<file path="config.mk">
export PLATFORM = sky130hd
export DESIGN_NAME = mcu_ld_st_seq
export DESIGN_NICKNAME = d
export VERILOG_FILES = /design/src/rtl/typedef_pkg.sv /design/src/rtl/mcu_addr_gen.sv /design/src/rtl/mcu_ld_st_seq.sv
export SDC_FILE = /design/constraint.sdc
export NUM_CORES = 1
export LEC_CHECK = 0
export CORE_MARGIN = 10
export CORE_UTILIZATION = 55
export CTS_BUF_LIST = sky130_fd_sc_hd__clkbuf_4 sky130_fd_sc_hd__clkbuf_8
export DETAILED_ROUTE_END_ITERATION = 16
export MAX_ROUTING_LAYER = met4
export PLACE_DENSITY = 0.83
export RECOVER_POWER = 100
export SLEW_MARGIN = 20
export SYNTH_ARGS = -nofsm -noshare
export SYNTH_HDL_FRONTEND = slang
export SYNTH_SLANG_ARGS = --single-unit
</file>
<file path="constraint.sdc">
create_clock -name clk -period 4.1 [get_ports clk]
set_input_delay 0.82 -clock clk [delete_from_list [all_inputs] [get_ports clk]]
set_output_delay 0.82 -clock clk [all_outputs]
set_load 0.02 [all_outputs]
</file>
<file path="src/rtl/typedef_pkg.sv">
// Shared types for the M_CU sequencer and scheduler:
// FSM states, RVV width encodings and addressing-mode (mop) codes.
package typedef_pkg;

  typedef enum logic [1:0] {
    S_IDLE,
    S_LD_REQ,
    S_LD_DRAIN,
    S_ST_REQ
  } mcu_seq_state_t;

  localparam logic [2:0] W8  = 3'b000;
  localparam logic [2:0] W16 = 3'b101;
  localparam logic [2:0] W32 = 3'b110;

  // Same encoding as the mop field decoded by the scheduler
  typedef enum logic [1:0] {
    MOP_UNIT    = 2'b00,
    MOP_IDX_U   = 2'b01,
    MOP_STRIDED = 2'b10,
    MOP_IDX_O   = 2'b11
  } mop_t;

  function automatic logic [1:0] width2size(
    input logic [2:0] w
  );
    logic [1:0] s;
    case (w)
      W8:      s = 2'd0;
      W16:     s = 2'd1;
      W32:     s = 2'd2;
      default: s = 2'd2;
    endcase
    return s;
  endfunction

endpackage

</file>
<file path="src/rtl/mcu_addr_gen.sv">
// Element address generator: latches the descriptor, maps width to
// size and advances the accumulator per accepted request. MCU_IDX_EN adds idx.
module mcu_addr_gen
  import typedef_pkg::*;
#(
  parameter int AW = 32
) (
  input  logic          clk,
  input  logic          rst,
  input  logic          load_i,
  input  logic          adv_i,
  input  logic [AW-1:0] base_i,
  input  logic [31:0]   stride_i,
  input  logic [2:0]    width_i,
  input  logic          strided_i,
`ifdef MCU_IDX_EN
  input  logic          idx_i,
  input  logic [31:0]   idx_offset_i,
  output logic          is_idx_o,
`endif
  output logic [AW-1:0] addr_o,
  output logic [1:0]    size_o
);

  logic [AW-1:0] base_q;
  logic [AW-1:0] acc_q;
  logic [AW-1:0] acc_d;
  logic [31:0]   stride_q;
  logic [1:0]    size_q;
  mop_t          mode_q;
  mop_t          mode_d;
  logic [AW-1:0] step;

  always_comb begin
`ifdef MCU_IDX_EN
    if (idx_i)          mode_d = MOP_IDX_U;
    else if (strided_i) mode_d = MOP_STRIDED;
    else                mode_d = MOP_UNIT;
`else
    if (strided_i) mode_d = MOP_STRIDED;
    else           mode_d = MOP_UNIT;
`endif
  end

  // Negative strides wrap modulo 2^AW
  always_comb begin
    if (mode_q == MOP_STRIDED)
      step = AW'($signed(stride_q));
    else
      step = AW'(1) << size_q;
    acc_d = acc_q + step;
  end

  always_ff @(posedge clk or posedge rst) begin
    if (rst) begin
      base_q   <= '0;
      acc_q    <= '0;
      stride_q <= '0;
      size_q   <= '0;
      mode_q   <= MOP_UNIT;
    end else if (load_i) begin
      base_q   <= base_i;
      acc_q    <= base_i;
      stride_q <= stride_i;
      size_q   <= width2size(width_i);
      mode_q   <= mode_d;
    end else if (adv_i) begin
      acc_q <= acc_d;
    end
  end

`ifdef MCU_IDX_EN
  assign is_idx_o = (mode_q == MOP_IDX_U);
  assign addr_o   = is_idx_o ?
                    base_q + AW'(idx_offset_i) : acc_q;
`else
  assign addr_o = acc_q;
`endif
  assign size_o = size_q;

endmodule

</file>
<file path="src/rtl/mcu_ld_st_seq.sv">
// M_CU memory-side load/store sequencer: expands one descriptor into
// per-element requests and pulses buffered when a load is complete.
// Optional indexed addressing: MCU_IDX_EN.
module mcu_ld_st_seq
  import typedef_pkg::*;
#(
  parameter int VL_W = 12,
  parameter int AW   = 32
) (
  input  logic            clk,
  input  logic            rst,
  input  logic [VL_W-1:0] vl_i,
  input  logic            mcu_ld_vld_i,
  output logic            mcu_ld_rdy_o,
  output logic            mcu_ld_buffered_o,
  input  logic            mcu_st_vld_i,
  output logic            mcu_st_rdy_o,
  input  logic [AW-1:0]   mcu_base_addr_i,
  input  logic [31:0]     mcu_stride_i,
  input  logic [2:0]      mcu_data_width_i,
  input  logic            mcu_unit_ld_st_i,
  input  logic            mcu_strided_ld_st_i,
  input  logic            mcu_idx_ld_st_i,
  output logic            mem_req_vld_o,
  input  logic            mem_req_rdy_i,
  output logic [AW-1:0]   mem_req_addr_o,
  output logic            mem_req_we_o,
  output logic [1:0]      mem_req_size_o,
  input  logic            mem_rsp_vld_i,
`ifdef MCU_IDX_EN
  input  logic            idx_vld_i,
  input  logic [31:0]     idx_offset_i,
  output logic            idx_rdy_o,
`endif
  input  logic            st_data_vld_i
);

  localparam int CW = VL_W + 1;

  mcu_seq_state_t state_q;
  logic [CW-1:0]  vl_q;
  logic [CW-1:0]  req_cnt_q;
  logic [CW-1:0]  rsp_cnt_q;
  logic           buf_q;
  logic           we_q;

  logic          idle;
  logic          ld_acc;
  logic          st_acc;
  logic          load;
  logic          base_vld;
  logic          req_vld;
  logic          req_fire;
  logic          last_req;
  logic          rsp_take;
  logic [CW-1:0] vl_ext;

  assign idle   = (state_q == S_IDLE);
  assign ld_acc = idle & mcu_ld_vld_i;
  assign st_acc = idle & ~mcu_ld_vld_i & mcu_st_vld_i;
  assign load   = ld_acc | st_acc;
  assign vl_ext = CW'(vl_i);

  assign base_vld = (state_q == S_LD_REQ) |
                    ((state_q == S_ST_REQ) & st_data_vld_i);

`ifdef MCU_IDX_EN
  logic is_idx;
  assign req_vld   = base_vld & (~is_idx | idx_vld_i);
  assign idx_rdy_o = req_fire & is_idx;
  logic unused_mode;
  assign unused_mode = mcu_unit_ld_st_i;
`else
  assign req_vld = base_vld;
  logic unused_mode;
  assign unused_mode = ^{mcu_unit_ld_st_i, mcu_idx_ld_st_i};
`endif

  assign req_fire = req_vld & mem_req_rdy_i;
  assign last_req = req_fire &
                    ((req_cnt_q + CW'(1)) == vl_q);
  // Responses beyond vl or outside a load are dropped
  assign rsp_take = mem_rsp_vld_i &
                    ((state_q == S_LD_REQ) |
                     (state_q == S_LD_DRAIN)) &
                    (rsp_cnt_q != vl_q);

  mcu_addr_gen #(
    .AW(AW)
  ) u_addr_gen (
    .clk         (clk),
    .rst         (rst),
    .load_i      (load),
    .adv_i       (req_fire),
    .base_i      (mcu_base_addr_i),
    .stride_i    (mcu_stride_i),
    .width_i     (mcu_data_width_i),
    .strided_i   (mcu_strided_ld_st_i),
`ifdef MCU_IDX_EN
    .idx_i       (mcu_idx_ld_st_i),
    .idx_offset_i(idx_offset_i),
    .is_idx_o    (is_idx),
`endif
    .addr_o      (mem_req_addr_o),
    .size_o      (mem_req_size_o)
  );

  always_ff @(posedge clk or posedge rst) begin
    if (rst) begin
      state_q   <= S_IDLE;
      vl_q      <= '0;
      req_cnt_q <= '0;
      rsp_cnt_q <= '0;
      buf_q     <= 1'b0;
      we_q      <= 1'b0;
    end else begin
      buf_q <= 1'b0;
      if (req_fire) req_cnt_q <= req_cnt_q + CW'(1);
      if (rsp_take) rsp_cnt_q <= rsp_cnt_q + CW'(1);
      case (state_q)
        S_IDLE: begin
          if (ld_acc) begin
            state_q   <= (vl_i == '0) ? S_LD_DRAIN
                                      : S_LD_REQ;
            vl_q      <= vl_ext;
            req_cnt_q <= '0;
            rsp_cnt_q <= '0;
            we_q      <= 1'b0;
          end else if (st_acc && vl_i != '0) begin
            state_q   <= S_ST_REQ;
            vl_q      <= vl_ext;
            req_cnt_q <= '0;
            rsp_cnt_q <= '0;
            we_q      <= 1'b1;
          end
        end
        S_LD_REQ: begin
          if (last_req) state_q <= S_LD_DRAIN;
        end
        S_LD_DRAIN: begin
          if (rsp_cnt_q == vl_q) begin
            buf_q   <= 1'b1;
            state_q <= S_IDLE;
          end
        end
        S_ST_REQ: begin
          if (last_req) begin
            state_q <= S_IDLE;
            we_q    <= 1'b0;
          end
        end
        default: state_q <= S_IDLE;
      endcase
    end
  end

  assign mcu_ld_rdy_o      = idle;
  assign mcu_st_rdy_o      = idle;
  assign mcu_ld_buffered_o = buf_q;
  assign mem_req_vld_o     = req_vld;
  assign mem_req_we_o      = we_q;

endmodule

</file>
==> metrics.md, run 1 <==
| Metric | Value |
|---|---|
| YS warnings | 0 |
| Vias | 6482 |
| Nets | 1086 |
| Number of synthesized flops with an enable pin | 0 |
| Most common cell after layout, fill and taps aside | nand2_1 |
| Share of the synthesized area in the top cell type | 0.378 |
| Later-pin clock latency in the skew report | 390 ps |
| Register area | 2730 sq um |
| Worst slew margin | -0.205 |
| Area contributors post-synth | dfrtp_1 38%, nand2_1 8.5%, ha_1 6.4% |
| Clock share of power | 0.098 |
| Cells on worst reg2reg path | 11 |
| Layout cells sized above 1 | 0.0488 |
| Endpoints failing hold | 0 |
| Placed instance count | 1120 |
| Layout area overhead | 20.7% |
| Most frequent cells in the layout | 165 x nand2_1, 109 x dfrtp_1, 82 x clkdlybuf4s50_1, 74 x a21oi_1, 67 x nor2_1 |
| Max-cap viol count | 1 |
| Final setup viols | 0 |
| Core area | 12700 sq um |
| Total track usage | 0.216 |
| Global-route wire length before repair | 31.4 mm |
| Residual DRC | 0 |
| Worst-Margin Slew | 1810 ps |
| Synth Cell Area | 7210 sq um |
| Reg clk slew, reported paths | 100 ps |
| Drt pass-1 iters | 5 |
| CP arrival | 3740 ps |
| Setup TNS | 0 ps |
| Clk buf depth | 2 |
| Hold bufs inserted after CTS | 0 |
| Ant diodes | 0 |
| Clock skew | 9.71 ps |
| Mapped Nets | 984 |
| Final Critical Period | 3520 ps |
| Post-route ant nets | 0 |
| Setup crit start kind | register |
| Worst Path Max Fanout | 13 |
| Power per cell area | 737 nW/um^2 |
| Multi-input logic area | 4230 sq um |
| Mean Syn Cell Area | 8.42 sq um |
| Inserted Clock Buffers | 9 |
| CTS Sinks | 109 |
| Ys flop type | dfrtp_1 |
| P_sw | 3.05 mW |
| Row cnt | 41 |
| DR iter-0 viols | 441 |
| Die Area | 18100 sq um |
| Maximum level of the CTS H-tree | 3 |
| Setup repair after global routing missed its margin | no |
| Failing checks | max-capacitance violations, max-slew violations |
| Final GP Congestion | 0.910 |
| Fillers | 1101 |
| Synth Instances | 857 |
| Flop pwr share | 0.291 |
| Max VDD drop | 0.337 mV |
| Vias per cell | 5.71 |
| Critical Path RT | 4320 ps |
| Die Span Y | 135 microns |
| Net Sw Frac | 0.476 |
| FMAX | 284 MHz |
| Yosys cell types | 58 |
| Port bufs | 125 |
| Asr flop ratio synth | 1.00 |
| Vias in the first global route | 6440 |
| Hold WC Path Type | register to register |
| Tcrit/Tclk final | 0.858 |
| Initial core utilization | 0.567 |
| Part of the power in combinational logic | 0.611 |
| Clock root cell | clkbuf_8 |
| CP endpoint kind | register |
| CTS tree | done |
| Post-detail-place hpwl | 14.3 mm |
| Worst Setup Path Type | register to register |
| Initial antenna violation count | 0 |
| Largest net degree at the start of global routing | 75 |
| Internal Dissipation | 3.37 mW |
| Final Routed Wirelength | 19.3 mm |
| Synthesized flop and latch total | 109 |
| WL per Instance | 17.0 microns |
| Status | finished, violations left |
| Post-synthesis cell type with the largest combined area | dfrtp_1 |
| IO Count | 128 |
| Leak | 3.92 nW |
| Post-CTS resize count | 0 |
| Sequential area share after synthesis | 0.378 |
| Power, Total | 6.42 mW |
| Fin area | 8710 sq um |
| Fin. max-slew vios | 41 |
| Hold path depth | 2 |
| Postcts setup bufs | 0 |
| Placed Area | 8580 sq um |
| GR Overflow Total | 0 |
| Final Non-Filler Cells | 1135 |
| Die W | 135 microns |
## registers in the layout (all words and copies together) (netlist names)
| signal | count |
|---|---|
| u_addr_gen.addr_o | 32 |
| req_cnt_q | 13 |
| state_q | 2 |
| u_addr_gen.stride_q | 32 |
| vl_q | 12 |
| mcu_ld_buffered_o | 1 |
| u_addr_gen.size_o | 2 |
| rsp_cnt_q | 13 |
| mem_req_we_o | 1 |
| u_addr_gen.mode_q | 1 |
## final cells by class
| class | count | share of cell area |
|---|---|---|
| Sequential cell | 109 | 0.313 |
| Multi-Input combinational cell | 690 | 0.486 |
| Clock inverter | 4 | 0.00374 |
| Timing Repair Buffer | 133 | 0.149 |
| Tap cell | 172 | 0.0247 |
| Clock buffer | 11 | 0.0167 |
| Inverter | 16 | 0.00704 |
## per-stage QoR
step                worst slack, ps  utilization  hold slack, ps
floorplan                       406            -             437
global placement                827        0.674             451
detailed placement              771        0.674             454
CTS                             739        0.688             479
global route                    264        0.685             506
finish                          581        0.685             475
## cells in the mapped netlist (2+ instances only)
| cell | instances |
|---|---|
| mux2_2 | 13 |
| a21oi_1 | 73 |
| o21ai_0 | 45 |
| nor2b_1 | 3 |
| a211oi_1 | 4 |
| inv_1 | 16 |
| a21o_1 | 14 |
| nand2_1 | 164 |
| dfrtp_1 | 109 |
| o22ai_1 | 5 |
| o21a_1 | 6 |
| nor2_1 | 67 |
| a31oi_1 | 5 |
| nand4b_1 | 2 |
| xnor2_1 | 37 |
| a21boi_0 | 2 |
| o21bai_1 | 6 |
| ha_1 | 37 |
| a221oi_1 | 3 |
| and3_1 | 13 |
| nand3_1 | 24 |
| buf_2 | 5 |
| a22o_1 | 3 |
| mux2i_1 | 7 |
| o21ai_1 | 4 |
| nand2b_1 | 3 |
| nor4_1 | 10 |
| o41ai_4 | 2 |
| and2_1 | 34 |
| nor3_1 | 16 |
| nand2_2 | 2 |
| or3_1 | 6 |
| a311oi_1 | 2 |
| nand4_1 | 10 |
| o211ai_1 | 6 |
| xor2_1 | 42 |
| clkbuf_1 | 33 |
| buf_4 | 4 |
## path summary, 6_finish.rpt
kind                                         start                       to  slack [ps]
hold reg to reg            u_addr_gen.stride_q[14]  u_addr_gen.stride_q[14]         470
setup / recovery              u_addr_gen.mode_q[1]    u_addr_gen.addr_o[31]         580
max in group asynchronous                      rst            req_cnt_q[12]        1310
setup reg to reg              u_addr_gen.mode_q[1]    u_addr_gen.addr_o[31]         580
min in group asynchronous                      rst  u_addr_gen.stride_q[22]        1200
hold / removal             u_addr_gen.stride_q[14]  u_addr_gen.stride_q[14]         470
## cells by family after synthesis
group,after synthesis,share of synthesized area
buf+inv,58,0.0331
fa+ha+maj,38,0.0670
mux,20,0.0300
compound gates,193,0.168
simple gates,360,0.227
xor+xnor,79,0.0959
flops,109,0.378
## power by group through the flow
stage               logic (mW)  registers (mW)  clock network [mW]
detailed placement        3.98            1.89                   0
CTS                       4.02            1.87               0.638
global route              4.36            1.92               0.672
global placement          3.92            1.88                   0
floorplan                 2.73            1.98                   0
finish                    3.92            1.87               0.628
## critical path, cell delays in order, from the launching register on
cell and delay [ps]:
dfrtp_1 520, nand2b_1 220, o21ai_0 270, ha_1 300, a211oi_1 310, o21ai_0 230, o22ai_1 400, o211ai_1 260
o22ai_1 290, o211ai_1 230, mux2i_1 220, o211ai_1 100
## layer usage
metal	vias to the layer above	track usage	wire length [microns]
met3	32	0.0438	883
li1	3158	-	-
met1	3089	0.260	8510
met4	0	0.0599	381
met2	203	0.362	9520
met5	-	-	0
Note: power is estimated with default switching activity, not from simulation.
==> run 2, diff against run 1 <==
- CAP_MARGIN: not set -> 10
==> results of run 2 <==
Same layout as run 1: the final DEF is identical, and so are final timing and power.
